$ cat config.mk
export PLATFORM = sky130hd
export DESIGN_NAME = sram_access_ctrl
export DESIGN_NICKNAME = d
export VERILOG_FILES = /design/src/rtl/sram_ctrl_pkg.sv /design/src/rtl/sram_wl_decoder.sv /design/src/rtl/sram_access_ctrl.sv
export SDC_FILE = /design/constraint.sdc
export NUM_CORES = 1
export LEC_CHECK = 0
export BUFFER_PORTS_ARGS = -buffer_cell sky130_fd_sc_hd__buf_2
export CORE_MARGIN = 5
export CORE_UTILIZATION = 53
export CTS_BUF_LIST = sky130_fd_sc_hd__clkbuf_2 sky130_fd_sc_hd__clkbuf_4 sky130_fd_sc_hd__clkbuf_8
export CTS_CLUSTER_SIZE = 20
export DETAILED_ROUTE_END_ITERATION = 10
export HOLD_SLACK_MARGIN = 0.12
export PLACE_DENSITY = 0.84
export SETUP_SLACK_MARGIN = 0.5
export SYNTH_ARGS = -nofsm -noshare
export SYNTH_HDL_FRONTEND = slang
export SYNTH_SLANG_ARGS = --single-unit
$ cat constraint.sdc
create_clock -name clk_i -period 3.7 [get_ports clk_i]
set_input_delay 0.74 -clock clk_i [delete_from_list [all_inputs] [get_ports clk_i]]
set_output_delay 0.74 -clock clk_i [all_outputs]
set_load 0.005 [all_outputs]
$ cat src/rtl/sram_ctrl_pkg.sv
// Shared types and helpers for the SRAM column access controller.
//   state_e : access sequencer phases (idle, precharge, wordline access, done)
//   row_sel : one bit of a bounds-checked one-hot row decode
package sram_ctrl_pkg;

  typedef enum logic [1:0] {
    StIdle,
    StPre,
    StAccess,
    StDone
  } state_e;

  // True when 'row' is the selected row and the address lies inside the array.
  function automatic logic row_sel(input int unsigned addr, input int unsigned row,
                                   input int unsigned nwords);
    return (addr == row) && (addr < nwords);
  endfunction

endpackage

$ cat src/rtl/sram_wl_decoder.sv
// Wordline decoder: address to one-hot row select, gated by an enable.
// Out-of-range addresses decode to all zeros.
//   en_i   : decode enable; all wordlines low when 0
//   addr_i : row address
//   wl_o   : one-hot (or zero) wordline vector
module sram_wl_decoder
  import sram_ctrl_pkg::*;
#(
  parameter int unsigned NWords = 8,
  parameter int unsigned AddrW  = 3
) (
  input  logic              en_i,
  input  logic [AddrW-1:0]  addr_i,
  output logic [NWords-1:0] wl_o
);

  always_comb begin
    wl_o = '0;
    for (int unsigned i = 0; i < NWords; i++) begin
      wl_o[i] = en_i & row_sel(32'(addr_i), i, NWords);
    end
  end

endmodule

$ cat src/rtl/sram_access_ctrl.sv
// Access sequencer for a 6T SRAM column with shared bitline pair.
// Takes one read/write request at a time and steps PRE -> ACCESS -> DONE so that
// precharge, wordline and write-driver phases never overlap. Returns sensed data or a
// write acknowledge as a single-cycle response pulse.
//   clk_i, rst_ni                   : clock, async active-low reset
//   req_valid_i/req_ready_o         : request handshake (ready only in idle)
//   req_we_i, req_addr_i, req_wdata_i : request op, row, write data
//   rsp_valid_o, rsp_err_o, rsp_rdata_o : completion pulse, out-of-range flag, read data
//   precharge_b_o, wl_o, we_o, din_o  : array controls (all registered)
//   bl_out_i                        : sensed bitline value from the array
module sram_access_ctrl
  import sram_ctrl_pkg::*;
#(
  parameter int unsigned NWords = 8,
  parameter int unsigned AddrW  = 3,
  parameter int unsigned DataW  = 1,
  parameter int unsigned PreCyc = 1,
  parameter int unsigned WlCyc  = 1
) (
  input  logic              clk_i,
  input  logic              rst_ni,
  input  logic              req_valid_i,
  output logic              req_ready_o,
  input  logic              req_we_i,
  input  logic [AddrW-1:0]  req_addr_i,
  input  logic [DataW-1:0]  req_wdata_i,
  output logic              rsp_valid_o,
  output logic              rsp_err_o,
  output logic [DataW-1:0]  rsp_rdata_o,
  output logic              precharge_b_o,
  output logic [NWords-1:0] wl_o,
  output logic              we_o,
  output logic [DataW-1:0]  din_o,
  input  logic [DataW-1:0]  bl_out_i
);

  localparam int unsigned MaxCyc = (PreCyc > WlCyc) ? PreCyc : WlCyc;
  localparam int unsigned CntW   = $clog2(MaxCyc) + 1;

  state_e state_q, state_d;
  logic [CntW-1:0]   cnt_q, cnt_d;
  logic              op_we_q, op_we_d;
  logic              op_err_q, op_err_d;
  logic [AddrW-1:0]  op_addr_q, op_addr_d;
  logic [DataW-1:0]  op_wdata_q, op_wdata_d;
  logic              capture;

  logic              prech_b_q, prech_b_d;
  logic [NWords-1:0] wl_q, wl_d;
  logic              we_q, we_d;
  logic [DataW-1:0]  din_q, din_d;
  logic              rsp_valid_q, rsp_valid_d;
  logic              rsp_err_q, rsp_err_d;
  logic [DataW-1:0]  rdata_q, rdata_d;
  logic              in_access;

  assign req_ready_o = (state_q == StIdle);

  // Phase sequencing; the counter is reloaded on entry to each timed phase and counts down.
  always_comb begin
    state_d    = state_q;
    cnt_d      = cnt_q;
    op_we_d    = op_we_q;
    op_err_d   = op_err_q;
    op_addr_d  = op_addr_q;
    op_wdata_d = op_wdata_q;
    capture    = 1'b0;
    unique case (state_q)
      StIdle: begin
        if (req_valid_i) begin
          state_d    = StPre;
          cnt_d      = CntW'(PreCyc - 1);
          op_we_d    = req_we_i;
          op_addr_d  = req_addr_i;
          op_wdata_d = req_wdata_i;
          op_err_d   = (32'(req_addr_i) >= NWords);
        end
      end
      StPre: begin
        if (cnt_q == '0) begin
          state_d = StAccess;
          cnt_d   = CntW'(WlCyc - 1);
        end else begin
          cnt_d = cnt_q - 1'b1;
        end
      end
      StAccess: begin
        if (cnt_q == '0) begin
          state_d = StDone;
          capture = !op_we_q && !op_err_q;
        end else begin
          cnt_d = cnt_q - 1'b1;
        end
      end
      StDone: state_d = StIdle;
      default: state_d = StIdle;
    endcase
  end

  // Array controls are derived from the next state and registered, so each output
  // changes on the same edge as the phase it belongs to.
  assign in_access = (state_d == StAccess);

  sram_wl_decoder #(
    .NWords(NWords),
    .AddrW (AddrW)
  ) u_wl_decoder (
    .en_i  (in_access),
    .addr_i(op_addr_q),
    .wl_o  (wl_d)
  );

  always_comb begin
    prech_b_d   = in_access || (state_d == StDone);
    we_d        = in_access && op_we_q;
    din_d       = in_access ? op_wdata_q : '0;
    rsp_valid_d = (state_d == StDone);
    rsp_err_d   = (state_d == StDone) && op_err_q;
    rdata_d     = capture ? bl_out_i : rdata_q;
  end

  always_ff @(posedge clk_i or negedge rst_ni) begin
    if (!rst_ni) begin
      state_q     <= StIdle;
      cnt_q       <= '0;
      op_we_q     <= 1'b0;
      op_err_q    <= 1'b0;
      op_addr_q   <= '0;
      op_wdata_q  <= '0;
      prech_b_q   <= 1'b0;
      wl_q        <= '0;
      we_q        <= 1'b0;
      din_q       <= '0;
      rsp_valid_q <= 1'b0;
      rsp_err_q   <= 1'b0;
      rdata_q     <= '0;
    end else begin
      state_q     <= state_d;
      cnt_q       <= cnt_d;
      op_we_q     <= op_we_d;
      op_err_q    <= op_err_d;
      op_addr_q   <= op_addr_d;
      op_wdata_q  <= op_wdata_d;
      prech_b_q   <= prech_b_d;
      wl_q        <= wl_d;
      we_q        <= we_d;
      din_q       <= din_d;
      rsp_valid_q <= rsp_valid_d;
      rsp_err_q   <= rsp_err_d;
      rdata_q     <= rdata_d;
    end
  end

  assign precharge_b_o = prech_b_q;
  assign wl_o          = wl_q;
  assign we_o          = we_q;
  assign din_o         = din_q;
  assign rsp_valid_o   = rsp_valid_q;
  assign rsp_err_o     = rsp_err_q;
  assign rsp_rdata_o   = rdata_q;

endmodule

### Word-level counts from Yosys, hierarchy flattened

Cells that the tools add are included.

| storage, ports and cells | value |
|---|---|
| bits of input ports | 9 |
| register bits after elaboration | 21 |
| word-level logic and storage cells | 52 |

| operators by class | value |
|---|---|
| multiplexer cells | 10 |
| reductions and logical operators | 9 |
| bitwise logic cells | 8 |
| equal/unequal tests | 13 |
| add/subtract/negate cells | 1 |

Operators by type and width:

| kind | count |
|---|---|
| $eq A3 B3 Y1 const B | 4 |
| $and A1 B1 Y1 | 8 |
| $eq A2 B2 Y1 const B | 4 |
| $pmux W2 S4 | 1 |
| $eq A3 B2 Y1 const B | 2 |
| $mux W2 | 3 |
| $mux W1 | 5 |
| $reduce_and A2 Y1 | 2 |
| $eq A3 B1 Y1 const B | 1 |
| $logic_not A3 Y1 | 1 |
| $eq A2 B1 Y1 const B | 1 |
| $logic_not A2 Y1 | 1 |
| $ne A2 B2 Y1 const B | 1 |
| $pmux W1 S2 | 1 |
| $reduce_bool A2 Y1 | 1 |
| $reduce_or A2 Y1 | 1 |
| $logic_and A1 B1 Y1 | 1 |
| $logic_not A1 Y1 | 1 |
| $logic_or A1 B1 Y1 | 1 |
| $sub A1 B1 Y1 const B | 1 |

### Depth between registers and ports, before layout

Gate-level depths: netlist (run 1).

| logic depth | value |
|---|---|
| depth after elaboration | 4 |
| mapped depth | 4 |

### Modules after synthesis

A second synthesis (run 1) with hierarchy kept.

| unflattened totals | value |
|---|---|
| cells, all modules | 49 |
| area total of the unflattened synthesis | 758.2 sq um |

By module, submodules not included:

| module | area an instance (sq um) | cells an instance | instances |
|---|---|---|---|
| sram_access_ctrl | 661.9 | 41 | 1 |
| sram_wl_decoder | 96.3 | 8 | 1 |

### Worst setup path after synthesis (run 1)

Ideal clock, no wire load.

| path | value |
|---|---|
| path kind | flip-flop to output port |
| start | register, netlist name precharge_b_o |
| end | output port req_ready_o |
| cell stages (with the launch flop) | 3 |
| arrival | 0.694 ns |
| data required time | 2.960 ns |
| slack | 2.266 ns |
| path through | dfrtp_1 > inv_1 > ha_1 |

RTL lines:

| what | RTL line | text |
|---|---|---|
| end, declared | sram_access_ctrl.sv:23 | `output logic req_ready_o,` |

### Worst setup path in the final report (run 1)

| path | value |
|---|---|
| start | register state_q[0] |
| end | output port req_ready_o |

| on the way | value |
|---|---|
| word-level cells in the longest chain between the ends | 1 |

RTL lines:

| what | RTL line | text |
|---|---|---|
| start, declared | sram_access_ctrl.sv:40 | `state_e state_q, state_d;` |
| start signal, assigned | sram_access_ctrl.sv:124 | `state_q <= StIdle;` |
| start signal, assigned | sram_access_ctrl.sv:138 | `state_q <= state_d;` |
| $logic_not A2 Y1 | sram_access_ctrl.sv:57 | `assign req_ready_o = (state_q == StIdle);` |

Every way passes these cells.

==> results.yml, run 1 <==
status:
  status: "complete, no violations"
setup_path:
  crit_start: "state_q[0]"
  worst_ep_arrival_time_ns: 1.18
  reg2reg_depth: 4
  reg2reg_slack_ns: 2.36
  cp_max_fo: 4
  crit_family: "flip-flops"
  timing.rr.end: "op_addr_q[0]"
  crit_chain: "inv_1, ha_1, buf_2"
  slowest_stage: "dfrtp_1"
  worstPathRequired_ns: 2.96
  cp_num_buf_inv: 2
  critPathCaptureType: "output pin"
  crit_type: "reg2out"
  crit_path_max_incr_delay_ns: 0.43
  crit_path_start_kind: "flop"
  worstReg2RegStart: "state_q[0]"
job:
  maxCapViolCount: 0
clock_tree:
  ctsRootBufferMaster: "clkbuf_4"
  clkSlewWorstSetupHoldPaths_ns: 0.10
  numCtsBuffers: 3
  clk_latency_ns: 0.29
  clock-sinks: 19
  cts_setup_buffers: 0
  cts_htree_levels: 1
  cts_buffer_depth: 2
  post_cts_resized: 0
  cts_hold_buf: 0
  cts_tree: "built"
floorplanning:
  die_x_um: 46.56
  core-area_um2: 1285
  dieHeight_um: 46.56
  io-pin-count: 24
  initial_core_util_pct: 55.11
  die-area_um2: 2167
  num_rows: 13
timing:
  setup_tns_ns: 0
  max_freq_mhz: 522.2
  fin_skew_ns: 0.001487
  fin_crit_ns: 1.915
  slew_viol_final: 0
  holdWs_ns: 0.3594
  rsz0062_at_grt: "no"
  timing.final.crit_share_pct: 51.76
  setup_viol: 0
  hold_viol: 0
layout:
  drive_gt1_share_pct: 42.31
  mostFrequentLayoutCells: "buf_2 (22), dfrtp_1 (19), nor2_1 (8), mux2_2 (6)"
  register_area_um2: 475.5
  areaGrowthSynthToFinish_pct: 21.38
  final_common_cell: "buf_2"
  final_cells: 93
  fillers: 106
  final_area_um2: 859.6
  multi_input_area_um2: 217.7
  diodes: 0
  nets: 92
place:
  dp.cells: 89
  placed_cell_area_um2: 829.5
  gp_congestion: 0.7873
  post-dp-hpwl_um: 903.7
  numPortBuffers: 22
yosys:
  synth_top_area_share_pct: 67.14
  ys_seq_elements: 19
  avgSynthCellArea_um2: 13.36
  synth_nets: 66
  yosys-top-cells-area: "dfrtp_1 (67%), mux2_2 (9.5%), ha_1 (7.1%)"
  synth_area_um2: 708.2
  ys_seq_area_share_pct: 67.14
  ys_warn_count: 0
  yosysTopAreaCell: "dfrtp_1"
  syn_inst: 53
  yosysUniqueCellTypes: 14
routing:
  dr_total_vias: 453
  drt_iter0_drc: 1
  firstDrtPassIters: 4
  route.detailed.drc: 0
  wl_per_cell_um: 12.65
  drt_wl_total_mm: 1.176
  vias_per_cell: 4.871
  postRouteAntennaNets: 0
power:
  power_density_nw_per_um2: 732.6
  finalPower_w: 0.0006297
  peakVddDrop_mv: 0.3765
  p_leak_nw: 0.4693
global_routing:
  first_global_vias: 450
  grt_overflow: 0
  grt_pass1_wl_mm: 1.863
  grt_max_degree: 20
  antenna_found_initial: 0
  grt_usage_pct: 12.99
hold_path:
  hold_path.class: "in2async"
[metal layers]
metal / track usage [%] / vias up / share of wire (%)
li1: - / 218 / -
met1: 13.97 / 218 / 40
met2: 21.98 / 15 / 50
met3: 2.344 / 2 / 7.7
met4: 10.23 / 0 / 2.3
met5: 0 / - / 0
[worst register-to-register path: cells and delay by family (launching register included)]
| kind | cells | cell delay (ns) |
|---|---|---|
| fa+ha+maj | 1 | 0.24 |
| buf+inv | 1 | 0.08 |
| flops | 1 | 0.41 |
| mux | 1 | 0.35 |
| simple gates | 1 | 0.15 |
[metrics by stage]
stage | utilization (%) | setup slack, ns
final | 66.89 | 1.785
after global routing | 66.89 | 1.713
after CTS | 66.89 | 1.778
after detailed placement | 64.56 | 2.110
after global placement | 64.56 | 2.157
after floorplan | - | 2.266
[registers in the layout, indices dropped and copies added (netlist names)]
signal,count
we_o,1
state_q,1
din_o,1
rsp_rdata_o,1
op_addr_q,3
wl_o,8
rsp_valid_o,1
op_we_q,1
precharge_b_o,1
op_wdata_q,1
[how the worst max path moves through the flow]
stage	to	slack [ns]	depth (start not counted)
after floorplan	req_ready_o	2.27	2
after global placement	req_ready_o	2.16	3
after detailed placement	req_ready_o	2.11	3
after CTS	req_ready_o	1.78	3
after global routing	req_ready_o	1.71	3
final	req_ready_o	1.78	3
[area by class of cell]
cell class | instances | area share, %
Multi-Input combinational cell | 31 | 25.33
Tap cell | 15 | 2.183
Clock buffer | 4 | 3.493
Inverter | 2 | 0.8734
Sequential cell | 19 | 55.31
Timing Repair Buffer | 22 | 12.81
[synthesized netlist by cell type (all sizes together)]
cell type   n
nor2b       1
inv         2
dfrtp      19
mux2        6
ha          4
nand2b      3
a21oi       1
and2        2
conb        1
nor3        2
nand2       3
nor2        8
buf         1
[cells by family (layout without fill, tap and decap cells)]
| logic type | after synthesis | in the layout | synth area share, % |
|---|---|---|---|
| flops | 19 | 19 | 67.14 |
| simple gates | 19 | 19 | 12.90 |
| mux | 6 | 6 | 9.540 |
| fa+ha+maj | 4 | 4 | 7.067 |
| buf+inv | 3 | 28 | 2.121 |
| other cells | 1 | 1 | 0.5295 |
| compound gates | 1 | 1 | 0.7060 |
[where the power goes]
| part | switching [W] | leakage, nW | internal [W] |
|---|---|---|---|
| clock | 0.0000587 | 0.0184 | 0.0000492 |
| sequential | 0.0000423 | 0.245 | 0.000278 |
| combinational | 0.0000973 | 0.206 | 0.000105 |
Power figures use the tool's default switching activity.
==> run 2, diff against run 1 <==
ABC_AREA = 1   (was unset)
CORE_UTILIZATION = 50   (was 53)
PLACE_DENSITY = 0.79   (was 0.84)
clock period = 1.9 ns   (was 3.7 ns; I/O delays follow)
==> results.yml, run 2 <==
timing:
  setup_tns_ns: 0
  fin_crit_ns: 1.406
  setup_viol: 0
  slew_viol_final: 0
  finalWorstSetupSlack_ns: 0.4943
  rsz0062_at_grt: "yes"
  timing.final.crit_share_pct: 73.99
  fin_skew_ns: 0.003587
  max_freq_mhz: 711.4
  hold_viol: 0
routing:
  dr_total_vias: 549
  wl_per_cell_um: 11.96
  drt_wl_total_mm: 1.435
  postRouteAntennaNets: 0
  route.detailed.drc: 0
  vias_per_cell: 4.575
  drt_iter0_drc: 9
  firstDrtPassIters: 4
clock_tree:
  cts_tree: "built"
  clock-sinks: 19
  numCtsBuffers: 3
  cts_htree_levels: 1
  ctsRootBufferMaster: "clkbuf_4"
  cts_buffer_depth: 2
  clk_latency_ns: 0.29
  clkSlewWorstSetupHoldPaths_ns: 0.10
yosys:
  synth.most_common_cell: "nand2_1"
  synth_nets: 87
  synth_common_cells: "nand2_1 (23), dfrtp_1 (19), inv_1 (9)"
  synth_area_um2: 740.7
  ys_seq_elements: 19
  yosysTopAreaCell: "dfrtp_1"
  yosys-top-cells-area: "dfrtp_1 (64%), nand2_1 (12%), ha_1 (6.8%)"
  ys_seq_area_share_pct: 64.19
  ys_warn_count: 0
  yosysUniqueCellTypes: 9
  avgSynthCellArea_um2: 10.01
  synthArstFlopShare_pct: 100.0
  synth-main-ff-cell: "dfrtp_1"
  synth_edf_count: 0
  synth_top_area_share_pct: 64.19
  syn_inst: 74
job:
  maxCapViolCount: 0
setup_path:
  crit_path_start_kind: "flop"
  worst_ep_arrival_time_ns: 1.03
  slowest_stage: "dfrtp_1"
  cp_num_buf_inv: 2
  critPathCaptureType: "output pin"
  worstPathRequired_ns: 1.52
  crit_type: "reg2out"
  crit_family: "flip-flops"
  crit_chain: "inv_2, ha_4, buf_6"
  cp_max_fo: 2
  reg2reg_slack_ns: 0.70
  crit_path_max_incr_delay_ns: 0.41
global_routing:
  antenna_found_initial: 0
  grt_max_degree: 20
  grt_usage_pct: 12.80
  first_global_vias: 517
  grt_pass1_wl_mm: 2.304
  grt_overflow: 0
floorplanning:
  io-pin-count: 24
  core-area_um2: 1350
  die_x_um: 48.49
  dieHeight_um: 48.49
  num_rows: 13
  die-area_um2: 2351
  initial_core_util_pct: 54.87
place:
  numPortBuffers: 22
  placed_cell_area_um2: 854.6
  post-dp-hpwl_mm: 1.002
  gp_congestion: 0.7549
  place_ws_ns: 0.4578
hold_path:
  hold_path.class: "in2reg"
layout:
  mostFrequentLayoutCells: "nand2_1 (23), buf_2 (21), dfrtp_1 (19), nor2_1 (8)"
  nets: 119
  final_area_um2: 958.4
  largest_register_ffs: 8
  diodes: 0
  drive_gt1_share_pct: 34.29
  final_common_cell: "nand2_1"
  areaGrowthSynthToFinish_pct: 29.39
power:
  power_density_nw_per_um2: 1456
  peakVddDrop_mv: 0.9993
  p_leak_nw: 0.5750
status:
  status: "complete, no violations"
## run 2: cell count changes after synthesis, sizes merged, moves of 3 or more
| cell | before | now |
|---|---|---|
| inv | 2 | 9 |
| mux2 | 6 | 0 |
| nand2 | 3 | 24 |
| nand2b | 3 | 0 |
| nand3 | 0 | 7 |
## run 2: tightest hold or removal path: stages
cell	delay, ns
buf_2	0.07
nand3_1	0.06
nand2_1	0.06
## run 2: worst paths after layout
check	endpoint	depth (start not counted)	from
max	req_ready_o	3	state_q[0]
min	op_addr_q[1]	3	req_addr_i[1]
max reg2reg	state_q[0]	7	state_q[0]
min reg2reg	rsp_rdata_o	2	rsp_rdata_o
max in group asynchronous	wl_o[1]	2	rst_ni
min in group asynchronous	precharge_b_o	2	rst_ni
## run 2: layout make-up
type,instances,area (um2)
Timing Repair Buffer,29,171.4
Sequential cell,19,475.5
Fill cell,112,391.6
Multi-Input combinational cell,44,229.0
Clock buffer,4,30.03
Tap cell,15,18.77
Inverter,9,33.78
## run 2: logic make-up after synthesis
family                   after synthesis  synth area share [%]
other                                  1                0.5063
flip-flops                            19                 64.19
adder cells (fa/ha/maj)                4                 6.757
AND/OR/NAND/NOR                       39                 21.96
buffers and inverters                 11                 6.587
## run 2: routing by layer
| metal | vias up | GRT usage, % | part of all wire [%] | wire (um) |
|---|---|---|---|---|
| li1 | 281 | - | - | - |
| met1 | 238 | 15.07 | 42 | 607 |
| met2 | 24 | 18.91 | 45 | 644 |
| met3 | 6 | 3.364 | 7.6 | 109 |
| met4 | 0 | 11.21 | 5.2 | 74 |
| met5 | - | 0 | 0 | 0 |
## run 2: what timing repair did
action | CTS | global route
endpoints found under the setup margin | 1 | 1
resized for setup | 4 | 1
pin swaps | 1 | 1
hold buffers | 1 | 0
endpoints found under the hold margin | 19 | 0
setup buffers | 4 | 2
## run 2: through the flow
| stage | total power (W) | instances | hold slack [ns] | utilization, % |
|---|---|---|---|---|
| floorplan | 0.0008809 | 74 | 0.08441 | - |
| global placement | 0.0009997 | 109 | 0.3293 | 63.30 |
| detailed placement | 0.001036 | 109 | 0.3302 | 63.30 |
| CTS | 0.001340 | 118 | 0.3222 | 69.42 |
| global route | 0.001497 | 120 | 0.3211 | 70.99 |
| finish | 0.001395 | 120 | 0.3207 | 70.99 |
## run 2: where the power goes
group	internal [W]	switching, W
clock	0.0000957	0.000117
combinational	0.000277	0.000308
sequential	0.000528	0.0000699
total	0.000901	0.000495
